===== src/rtl/pong_pkg.sv =====
// Shared Pong definitions: screen geometry, FSM state encoding, direction codes.
package pong_pkg;

    localparam int SCREEN_X = 640;
    localparam int SCREEN_Y = 480;

    typedef enum logic [1:0] {
        IDLE   = 2'd0,
        MOVING = 2'd1,
        SCORED = 2'd2
    } state_t;

    // Horizontal and vertical directions share one encoding: 0 = towards origin.
    localparam logic LEFT  = 1'b0;
    localparam logic UP    = 1'b0;
    localparam logic RIGHT = 1'b1;
    localparam logic DOWN  = 1'b1;

endpackage


===== src/rtl/tick_gen.sv =====
// Step prescaler: tick is high for one clock every SPEED clocks; clear restarts the count.
module tick_gen #(
    parameter int SPEED = 10
) (
    input  logic clock,
    input  logic reset,
    input  logic clear,
    output logic tick
);

    localparam logic [7:0] LAST = 8'(SPEED - 1);

    logic [7:0] r_timer;

    // Timer wraps at SPEED-1 and restarts from zero whenever the owner clears it.
    always_ff @(posedge clock or negedge reset) begin
        if (!reset) begin
            r_timer <= 8'd0;
        end else if (clear || (r_timer == LAST)) begin
            r_timer <= 8'd0;
        end else begin
            r_timer <= r_timer + 8'd1;
        end
    end

    assign tick = (r_timer == LAST);

endmodule


===== src/rtl/ball.sv =====
// Ball motion and collision stage: moves one pixel per tick, reflects off walls and
// paddles, pulses a score on a miss, and answers per-pixel draw queries.
module ball
    import pong_pkg::*;
#(
    parameter logic [2:0] COLOR      = 3'b111,
    parameter int         BALL_SIZE  = 10,
    parameter int         SPEED      = 10,
    parameter int         HOLD_TICKS = 60
) (
    input  logic       clock,
    input  logic       reset,
    input  logic [9:0] row,
    input  logic [9:0] col,
    input  logic       serve,
    input  logic [9:0] l_pos_x,
    input  logic [9:0] l_pos_y,
    input  logic [7:0] l_size_x,
    input  logic [7:0] l_size_y,
    input  logic [9:0] r_pos_x,
    input  logic [9:0] r_pos_y,
    input  logic [7:0] r_size_x,
    input  logic [7:0] r_size_y,
    output logic [2:0] rgb,
    output logic [9:0] pos_x,
    output logic [9:0] pos_y,
    output logic [7:0] size_x,
    output logic [7:0] size_y,
    output logic       score_left,
    output logic       score_right,
    output logic       active
);

    localparam logic [9:0]  CENTRE_X   = 10'(SCREEN_X / 2 - BALL_SIZE / 2);
    localparam logic [9:0]  CENTRE_Y   = 10'(SCREEN_Y / 2 - BALL_SIZE / 2);
    localparam logic [10:0] SIZE_W     = 11'(BALL_SIZE);
    localparam logic [10:0] SCREEN_X_W = 11'(SCREEN_X);
    localparam logic [10:0] SCREEN_Y_W = 11'(SCREEN_Y);
    localparam logic [7:0]  HOLD_LAST  = 8'(HOLD_TICKS - 1);

    state_t     r_state, w_state_next;
    logic [9:0] r_ball_x, w_ball_x_next;
    logic [9:0] r_ball_y, w_ball_y_next;
    logic       r_dir_x, w_dir_x_next;
    logic       r_dir_y, w_dir_y_next;
    logic       r_serve_dir, w_serve_dir_next;
    logic [7:0] r_hold, w_hold_next;
    logic       r_score_left, w_score_left_next;
    logic       r_score_right, w_score_right_next;
    logic       w_tick;
    logic       w_clear;

    // Geometry is 11 bits wide so that position plus size never wraps.
    logic [10:0] w_ball_right, w_ball_bottom;
    logic [10:0] w_l_edge, w_l_bottom, w_r_bottom;
    logic        w_l_overlap, w_r_overlap;
    logic        w_l_hit, w_r_hit, w_miss_l, w_miss_r;
    logic        w_top, w_bottom;
    logic        w_dir_x_upd, w_dir_y_upd;
    logic        w_in_box;

    tick_gen #(.SPEED(SPEED)) u_tick_gen (
        .clock (clock),
        .reset (reset),
        .clear (w_clear),
        .tick  (w_tick)
    );

    assign w_ball_right  = {1'b0, r_ball_x} + SIZE_W;
    assign w_ball_bottom = {1'b0, r_ball_y} + SIZE_W;
    assign w_l_edge      = {1'b0, l_pos_x} + {3'b000, l_size_x};
    assign w_l_bottom    = {1'b0, l_pos_y} + {3'b000, l_size_y};
    assign w_r_bottom    = {1'b0, r_pos_y} + {3'b000, r_size_y};

    assign w_l_overlap = (w_ball_bottom > {1'b0, l_pos_y}) && ({1'b0, r_ball_y} < w_l_bottom);
    assign w_r_overlap = (w_ball_bottom > {1'b0, r_pos_y}) && ({1'b0, r_ball_y} < w_r_bottom);

    assign w_l_hit  = (r_dir_x == LEFT)  && ({1'b0, r_ball_x} == w_l_edge) && w_l_overlap;
    assign w_r_hit  = (r_dir_x == RIGHT) && (w_ball_right == {1'b0, r_pos_x}) && w_r_overlap;
    assign w_miss_l = (r_dir_x == LEFT)  && (r_ball_x == 10'd0);
    assign w_miss_r = (r_dir_x == RIGHT) && (w_ball_right == SCREEN_X_W);
    assign w_top    = (r_dir_y == UP)    && (r_ball_y == 10'd0);
    assign w_bottom = (r_dir_y == DOWN)  && (w_ball_bottom == SCREEN_Y_W);

    // Wall and paddle flips are independent and may land on the same tick.
    assign w_dir_x_upd = w_l_hit ? RIGHT : (w_r_hit ? LEFT : r_dir_x);
    assign w_dir_y_upd = w_top ? DOWN : (w_bottom ? UP : r_dir_y);

    // State and datapath registers; reset recentres the ball and drops any pulse.
    always_ff @(posedge clock or negedge reset) begin
        if (!reset) begin
            r_state       <= IDLE;
            r_ball_x      <= CENTRE_X;
            r_ball_y      <= CENTRE_Y;
            r_dir_x       <= RIGHT;
            r_dir_y       <= DOWN;
            r_serve_dir   <= RIGHT;
            r_hold        <= 8'd0;
            r_score_left  <= 1'b0;
            r_score_right <= 1'b0;
        end else begin
            r_state       <= w_state_next;
            r_ball_x      <= w_ball_x_next;
            r_ball_y      <= w_ball_y_next;
            r_dir_x       <= w_dir_x_next;
            r_dir_y       <= w_dir_y_next;
            r_serve_dir   <= w_serve_dir_next;
            r_hold        <= w_hold_next;
            r_score_left  <= w_score_left_next;
            r_score_right <= w_score_right_next;
        end
    end

    // Next-state logic: serve launch, per-tick motion and collisions, post-score hold.
    always_comb begin
        w_state_next       = r_state;
        w_ball_x_next      = r_ball_x;
        w_ball_y_next      = r_ball_y;
        w_dir_x_next       = r_dir_x;
        w_dir_y_next       = r_dir_y;
        w_serve_dir_next   = r_serve_dir;
        w_hold_next        = r_hold;
        w_score_left_next  = 1'b0;
        w_score_right_next = 1'b0;
        w_clear            = 1'b0;
        case (r_state)
            IDLE: begin
                w_ball_x_next = CENTRE_X;
                w_ball_y_next = CENTRE_Y;
                if (serve) begin
                    w_state_next = MOVING;
                    w_dir_x_next = r_serve_dir;
                    w_dir_y_next = DOWN;
                    w_clear      = 1'b1;
                end
            end
            MOVING: begin
                if (w_tick) begin
                    if (w_miss_l) begin
                        // Ball left the screen on the left: right player scores.
                        w_score_right_next = 1'b1;
                        w_serve_dir_next   = LEFT;
                        w_state_next       = SCORED;
                        w_hold_next        = 8'd0;
                        w_clear            = 1'b1;
                    end else if (w_miss_r) begin
                        w_score_left_next = 1'b1;
                        w_serve_dir_next  = RIGHT;
                        w_state_next      = SCORED;
                        w_hold_next       = 8'd0;
                        w_clear           = 1'b1;
                    end else begin
                        w_dir_x_next  = w_dir_x_upd;
                        w_dir_y_next  = w_dir_y_upd;
                        w_ball_x_next = (w_dir_x_upd == RIGHT) ? r_ball_x + 10'd1 : r_ball_x - 10'd1;
                        w_ball_y_next = (w_dir_y_upd == DOWN)  ? r_ball_y + 10'd1 : r_ball_y - 10'd1;
                    end
                end
            end
            SCORED: begin
                if (w_tick) begin
                    if (r_hold == HOLD_LAST) begin
                        w_state_next  = IDLE;
                        w_ball_x_next = CENTRE_X;
                        w_ball_y_next = CENTRE_Y;
                        w_hold_next   = 8'd0;
                    end else begin
                        w_hold_next = r_hold + 8'd1;
                    end
                end
            end
            default: begin
                w_state_next = IDLE;
            end
        endcase
    end

    // Pixel query: the ball box is half-open on its right and bottom sides.
    assign w_in_box = ({1'b0, col} >= {1'b0, r_ball_x}) && ({1'b0, col} < w_ball_right) &&
                      ({1'b0, row} >= {1'b0, r_ball_y}) && ({1'b0, row} < w_ball_bottom);

    assign rgb         = w_in_box ? COLOR : 3'b000;
    assign pos_x       = r_ball_x;
    assign pos_y       = r_ball_y;
    assign size_x      = 8'(BALL_SIZE);
    assign size_y      = 8'(BALL_SIZE);
    assign score_left  = r_score_left;
    assign score_right = r_score_right;
    assign active      = (r_state == MOVING);

endmodule


===== config.mk =====
export PLATFORM = sky130hd
export DESIGN_NAME = ball
export DESIGN_NICKNAME = d
export VERILOG_FILES = /design/src/rtl/pong_pkg.sv /design/src/rtl/tick_gen.sv /design/src/rtl/ball.sv
export SDC_FILE = /design/constraint.sdc
export NUM_CORES = 1
export LEC_CHECK = 0
export ABC_CLOCK_PERIOD_IN_PS = 10690
export CORE_MARGIN = 4
export CORE_UTILIZATION = 45
export CTS_BUF_LIST = sky130_fd_sc_hd__clkbuf_8
export CTS_CLUSTER_SIZE = 25
export DETAILED_ROUTE_END_ITERATION = 6
export GPL_TIMING_DRIVEN = 0
export PLACE_DENSITY = 0.77
export SETUP_SLACK_MARGIN = 0.2
export SLEW_MARGIN = 5
export SYNTH_ARGS = -nofsm -noshare
export SYNTH_HDL_FRONTEND = slang
export SYNTH_SLANG_ARGS = --single-unit

===== constraint.sdc =====
create_clock -name clock -period 10.69 [get_ports clock]
set_clock_uncertainty 0.15 [all_clocks]
set_input_delay 1.069 -clock clock [delete_from_list [all_inputs] [get_ports clock]]
set_output_delay 1.069 -clock clock [all_outputs]
set_load 0.02 [all_outputs]

==> impl_metrics.toml, run 1 <==
[setup_path]
end_kind = "register"
r2r_cells = 24
timing.rr.end = "pos_x[9]$_DFFE_PN0P_"
path_class = "primary input to register"
critPathMaxStageDelay_ns = 0.53
arrival_ns = 6.90
critPathLaunchType = "primary input"
crit_family = "compound AO/OA/AOI/OAI gates"
crit_top_cell = "a21oi_1"
crit_required_ns = 10.76
path_max_fanout = 8
cp_num_buf_inv = 2
reg2reg_slack_ns = 4.71
critPathSlowestCell = "o41ai_1"
reg2reg_from = "pos_y[1]$_DFFE_PN1P_"
cp-startpoint = "r_pos_y[1]"

[routing]
drc_errors = 0
dr.pass1.iters = 5
num_vias = 5788
wire_per_inst_um = 14.8
vias_per_cell = 5.49
wirelength_mm = 15.6
drt_iter0_markers = 226
final_antenna_net_count = 0

[cells_and_area]
nets = 1099
area_growth_pct = 24.3
drive_gt1_share_pct = 8.87
diodes = 0

[sta]
hold_viol = 0
layout_min_cycle_time_ns = 6.82
setup_viol = 0
slew-limit-headroom_pct = 58.3
rsz0062_at_grt = "false"
worst-slew-pin-transition_ns = 0.617
fmax_mhz = 147
post-route-period-util_pct = 63.8
finalSetupTns_ns = 0
slew_viol_final = 0

[job]
maxCapViolCount = 0

[clocking]
post-cts-setup-buffers = 0
cts_hold_buf = 0
cts.sinks = 43
clock_path_buffers = 2
clockRootBuffer = "clkbuf_8"
numCtsBuffers = 5
tritoncts = "built"
clkTransAtPathRegs_ns = 0.09
clk_latency_ns = 0.30
cts_resized = 0
htree_levels = 2

[synth]
netlist_top_cells_area = "ha_1 (24%), dfrtp_1 (11%), dfstp_2 (6.3%)"
synth_seq_cells = 43
synth-edff-count = 0
synthArstFlopShare_pct = 100
yosys.area.top_type = "ha_1"
syn_area_um2 = 6280
synth_flop_cell = "dfrtp_1"
yosysSeqAreaShare_pct = 17.4
synth.distinct_cells = 66
netlist.area_leader.share_pct = 24.1
synth.avg_cell_area_um2 = 8.44
synth_cells = 744
ys_warn_count = 0

[pwr]
seq_power_share_pct = 19.0
p_per_area_nw_per_um2 = 224
pwr-share-clk_pct = 7.5
power_switching_uw = 852
netSwitchingFraction_pct = 48.7
p_leak_nw = 3.68
irDropWorstVdd_mv = 0.149
p_comb_share_pct = 73.5
p_int_uw = 899
finalPower_mw = 1.75

[global_routing]
grt_max_degree = 27
grt_first_pass_wirelength_mm = 25.9
track_usage_pct = 19.1
antenna_found_initial = 0
grt_overflow = 0
grt_pass1_vias = 5415

[floorplan]
io_pins = 137
die-area_um2 = 15900
start_util_pct = 46.7
die_w_um = 126
num_rows = 42
die_h_um = 126
fp.coreArea_um2 = 13500

[hold_path]
min_from = "r_hold[5]$_DFFE_PN0P_"
hold_end = "r_hold[5]$_DFFE_PN0P_"
worstHoldPathCells = 1
min_path_type = "register to register"

[placement]
hpwl_mm = 13.0
portBuffers = 112
place.gp.congestion = 0.878

[run_status]
status = "finished, final reports clean"
==> worst register-to-register path: stages, from the launching register on <==
cell	delay (ns)
dfstp_2	0.68
ha_1	0.23
o21ai_1	0.13
or3_1	0.37
xnor2_1	0.32
inv_1	0.15
ha_1	0.20
a21o_1	0.15
a21oi_1	0.18
nand2_1	0.06
o21ai_0	0.17
a22oi_1	0.10
and4_1	0.24
or2_2	0.33
inv_1	0.23
ha_1	0.28
a21o_1	0.17
a21oi_1	0.21
o22ai_1	0.14
o41ai_1	0.53
nor2_1	0.11
a211oi_1	0.28
o21ai_0	0.15
and2_1	0.17
o221ai_2	0.14
==> sequential cells by signal, summed over array words and instances (netlist names), 2 cells and up <==
| register | flops |
|---|---|
| pos_x | 10 |
| pos_y | 10 |
| r_hold | 8 |
| u_tick_gen.r_timer | 8 |
| r_state | 2 |
==> cell usage after synthesis (5+ instances only) <==
master,number
a211oi_1,7
a21o_1,32
a21oi_1,44
a22oi_1,11
a31oi_1,7
and3_1,14
buf_2,7
buf_4,20
dfrtp_1,28
dfstp_2,15
fa_1,5
ha_1,121
inv_1,66
nand2_1,36
nand2b_1,9
nand3_1,32
nand4_1,11
nor2_1,35
nor2b_1,9
nor3_1,22
nor4_1,7
o211ai_1,9
o21ai_0,34
o21ai_1,7
o21bai_1,6
or3_1,5
xnor2_1,44
xor2_1,28
==> stage by stage <==
stage	std cells	utilization [%]	cell area, um^2	hold slack, ns	worst slack [ns]
3_5_place_dp	1047	57.2	7690	0.328	3.67
3_3_place_gp	1046	57.1	7680	0.328	3.65
4_1_cts	1055	58.0	7810	0.343	3.95
5_1_grt	1055	58.0	7810	0.359	3.34
6_report	1055	58.0	7810	0.344	3.87
2_1_floorplan	758	-	6330	0.302	4.86
==> worst max-delay path by stage <==
stage,cells after the start,slack [ns],to
3_3_place_gp,28,3.65,pos_x[9]$_DFFE_PN0P_
6_report,28,3.87,pos_x[9]$_DFFE_PN0P_
5_1_grt,28,3.34,pos_x[9]$_DFFE_PN0P_
2_1_floorplan,26,4.86,pos_x[9]$_DFFE_PN0P_
3_5_place_dp,28,3.67,pos_x[9]$_DFFE_PN0P_
4_1_cts,28,3.95,pos_x[9]$_DFFE_PN0P_
==> per-layer routing <==
metal / up-vias / part of all wire (%) / global-route usage (%)
met5: - / 0 / 0
met4: 0 / 1.6 / 4.35
met3: 20 / 5.7 / 2.71
met2: 169 / 45 / 30.5
met1: 2649 / 48 / 27.4
li1: 2950 / - / -
==> placed cells by master (no fill, tap or decap), types with 16 or more instances in the layout <==
master / synthesis / layout
xnor2_1: 44 / 44
clkdlybuf4s50_1: 0 / 111
o21ai_0: 34 / 34
a21oi_1: 44 / 44
nand2_1: 36 / 36
conb_1: 2 / 16
dfrtp_1: 28 / 28
nand3_1: 32 / 32
nor2_1: 35 / 35
nor3_1: 22 / 22
a21o_1: 32 / 32
xor2_1: 28 / 28
inv_1: 66 / 66
ha_1: 121 / 121
buf_4: 20 / 20
==> layout make-up <==
| type | instances | area, um^2 |
|---|---|---|
| repair buffers | 113 | 1140 |
| plain buffers | 33 | 223 |
| clock inverters | 2 | 35.0 |
| inverters | 67 | 251 |
| clock buffers | 6 | 82.6 |
| well taps | 176 | 220 |
| fillers | 1288 | 5640 |
| flip-flops and latches | 43 | 1090 |
| multi-input cells | 615 | 4770 |
==> logic make-up (layout without fill, tap and decap cells) <==
kind of cell / count (synthesis) / in the layout / synth area share [%]
and+or+nand+nor: 204 / 204 / 17.4
xor gates and xnor gates: 73 / 73 / 10.4
muxes: 2 / 2 / 0.339
adders and majority gates: 126 / 126 / 25.7
other: 2 / 16 / 0.120
buffers and inverters: 100 / 221 / 7.55
AOI/OAI and AO/OA: 194 / 194 / 21.1
DFF: 43 / 43 / 17.4
==> power by group through the flow <==
stage | combinational, mW | sequential (mW) | clock [mW]
after floorplan | 0.915 | 0.334 | 0
after detailed placement | 1.27 | 0.334 | 0
after global routing | 1.46 | 0.341 | 0.141
final | 1.29 | 0.332 | 0.132
after CTS | 1.29 | 0.332 | 0.135
after global placement | 1.25 | 0.334 | 0
Note: power is estimated with default switching activity, not from simulation.
==> run 2, diff against run 1 <==
--- a/config.mk
+++ b/config.mk
@@ -5,7 +5,7 @@
 export SDC_FILE = /design/constraint.sdc
 export NUM_CORES = 1
 export LEC_CHECK = 0
-export ABC_CLOCK_PERIOD_IN_PS = 10690
+export ABC_CLOCK_PERIOD_IN_PS = 6300
 export CORE_MARGIN = 4
 export CORE_UTILIZATION = 45
 export CTS_BUF_LIST = sky130_fd_sc_hd__clkbuf_8
==> constraint.sdc (replaced) <==
create_clock -name clock -period 6.3 [get_ports clock]
set_clock_uncertainty 0.15 [all_clocks]
set_input_delay 0.63 -clock clock [delete_from_list [all_inputs] [get_ports clock]]
set_output_delay 0.63 -clock clock [all_outputs]
set_load 0.02 [all_outputs]
==> run 2 against run 1 <==
Effect of this change:
- combinational power up 71%
- cell count rose by 0.19%
- wire length increased by 0.29%
- worst setup slack got worse by 3.4 ns
- critical path depth shrank 2
- die area unchanged
- global-route usage hardly changed
- critical endpoint unchanged
- clock power up 69%
- count of clock-buffer cells in the layout is the same
- total power up 71%
- non-clock buffer count is 2 higher
- register-to-register slack worse by 3.8 ns
- largest cell class unchanged
==> impl_metrics.toml, run 2 (synthesis results as in run 1) <==
[run_status]
status = "finished, final reports clean"

[setup_path]
path_class = "primary input to register"
path_max_fanout = 8
end_kind = "register"
crit_required_ns = 6.33
critPathLaunchType = "primary input"
arrival_ns = 5.82

[sta]
slew_viol_final = 0
post-route-period-util_pct = 91.8
rsz0062_at_grt = "false"
finalWorstSetupSlack_ns = 0.517
layout_min_cycle_time_ns = 5.78
setup_viol = 0
slew-limit-headroom_pct = 58.6
fmax_mhz = 173
hold_viol = 0
worst-slew-pin-transition_ns = 0.613

[hold_path]
min_path_type = "primary input to async pin"

[cells_and_area]
final_cell_mix = "ha_1 (121), clkdlybuf4s50_1 (110), inv_1 (65), xnor2_1 (44), a21oi_1 (38)"
area_growth_pct = 25.6
post-route-util_pct = 58.6
nets = 1101
diodes = 0
drive_gt1_share_pct = 10.7
final_common_cell = "ha_1"

[placement]
place_ws_ns = -0.277
place.gp.congestion = 0.878
portBuffers = 112
hpwl_mm = 13.0

[pwr]
p_per_area_nw_per_um2 = 380
p_leak_nw = 3.71
irDropWorstVdd_mv = 0.259
finalPower_mw = 3.00

[clocking]
htree_levels = 2
clock_path_buffers = 2
tritoncts = "built"
cts_hold_buf = 0
clkTransAtPathRegs_ns = 0.09
clockRootBuffer = "clkbuf_8"
numCtsBuffers = 5
clk_latency_ns = 0.30
cts.sinks = 43

[routing]
drt_iter0_markers = 264
drc_errors = 0
vias_per_cell = 5.47
wirelength_mm = 15.7
num_vias = 5778
dr.pass1.iters = 4
final_antenna_net_count = 0
wire_per_inst_um = 14.8

[floorplan]
die-area_um2 = 15900
die_w_um = 126
fp.coreArea_um2 = 13500
io_pins = 137
num_rows = 42
die_h_um = 126
start_util_pct = 46.7

[global_routing]
grt_first_pass_wirelength_mm = 25.9
grt_pass1_vias = 5429
antenna_found_initial = 0
grt_max_degree = 27
track_usage_pct = 19.1
grt_overflow = 0

[job]
maxCapViolCount = 0
[run 2: cell types whose count changed in the layout (fill, tap and decap cells not counted), moves of 2 or more]
cell      change
a211oi_2      +2
a21oi_2       +6
a21oi_1       -6
buf_4         +2
a211oi_1      -2
[run 2: what timing repair did]
action / 4_1_cts / 5_1_grt
setup buffers: 0 / 2
gates resized for setup: 2 / 16
endpoints found under the setup margin: 1 / 2
pin swaps: 0 / 5
[run 2: metal layers]
layer	vias to the layer above	track usage, %	wire (um)
met1	2655	27.4	7530
li1	2958	-	-
met4	0	4.35	267
met3	18	2.71	856
met5	-	0	0
met2	147	30.6	7030
[run 2: worst paths after layout]
path                            slack [ns]                  start  depth (start not counted)                         endpoint
worst max-delay path                  0.52             l_pos_y[0]                         26             pos_x[9]$_DFFE_PN0P_
worst min-delay path                  0.12                  reset                          1  u_tick_gen.r_timer[3]$_DFF_PN0_
worst max register to register        0.94   pos_y[1]$_DFFE_PN1P_                         24             pos_x[9]$_DFFE_PN0P_
worst min register to register        0.34  r_hold[5]$_DFFE_PN0P_                          1            r_hold[5]$_DFFE_PN0P_
max in group asynchronous             5.32                  reset                          2             pos_x[1]$_DFFE_PN1P_
min in group clock                    0.34  r_hold[5]$_DFFE_PN0P_                          1            r_hold[5]$_DFFE_PN0P_
[run 2: area by class of cell]
type                       instances  area, um^2
fill                            1277        5560
multi-input combinational        615        4830
timing repair buffer             115        1150
sequential                        43        1090
inverter                          67         254
buffer                            33         223
tap                              176         220
clock buffer                       6        82.6
clock inverter                     2        35.0
[run 2: power breakdown]
part           internal (mW)  switching (mW)  leakage, nW
clock                  0.128          0.0951       0.0612
combinational           1.03            1.19         3.13
sequential             0.389           0.174        0.522
[run 2: per-stage QoR]
stage,hold WS (ns),instance area [um^2],setup TNS [ns],instances
floorplan,0.184,6330,0,758
global route,0.133,7890,0,1057
finish,0.116,7890,0,1057
global placement,0.328,7680,-0.299,1046
detailed placement,0.328,7690,-0.277,1047
CTS,0.121,7820,0,1055
[run 2: worst max-delay path: stages]
cell and delay (ns):
clkdlybuf4s50_1 0.44, ha_1 0.24, fa_2 0.37, a21oi_2 0.16
o211ai_1 0.15, or3_1 0.32, nand2_1 0.08, ha_1 0.27
a211oi_2 0.23, nand3_1 0.10, a31oi_1 0.18, o21ai_0 0.11
a22oi_1 0.23, and4_4 0.27, or2_4 0.16, inv_4 0.07
ha_1 0.27, a21o_1 0.19, a21oi_2 0.17, o22ai_1 0.13
o41ai_2 0.40, nor2_1 0.10, a211oi_2 0.17, or3_1 0.14
and2_1 0.14, o221ai_2 0.09
==> run 3, diff against run 2 <==
--- a/config.mk
+++ b/config.mk
@@ -14,7 +14,6 @@
 export GPL_TIMING_DRIVEN = 0
 export PLACE_DENSITY = 0.77
 export SETUP_SLACK_MARGIN = 0.2
-export SLEW_MARGIN = 5
 export SYNTH_ARGS = -nofsm -noshare
 export SYNTH_HDL_FRONTEND = slang
 export SYNTH_SLANG_ARGS = --single-unit
==> results of run 3 <==
The final DEF is identical to that of run 2; final timing and power are the same.
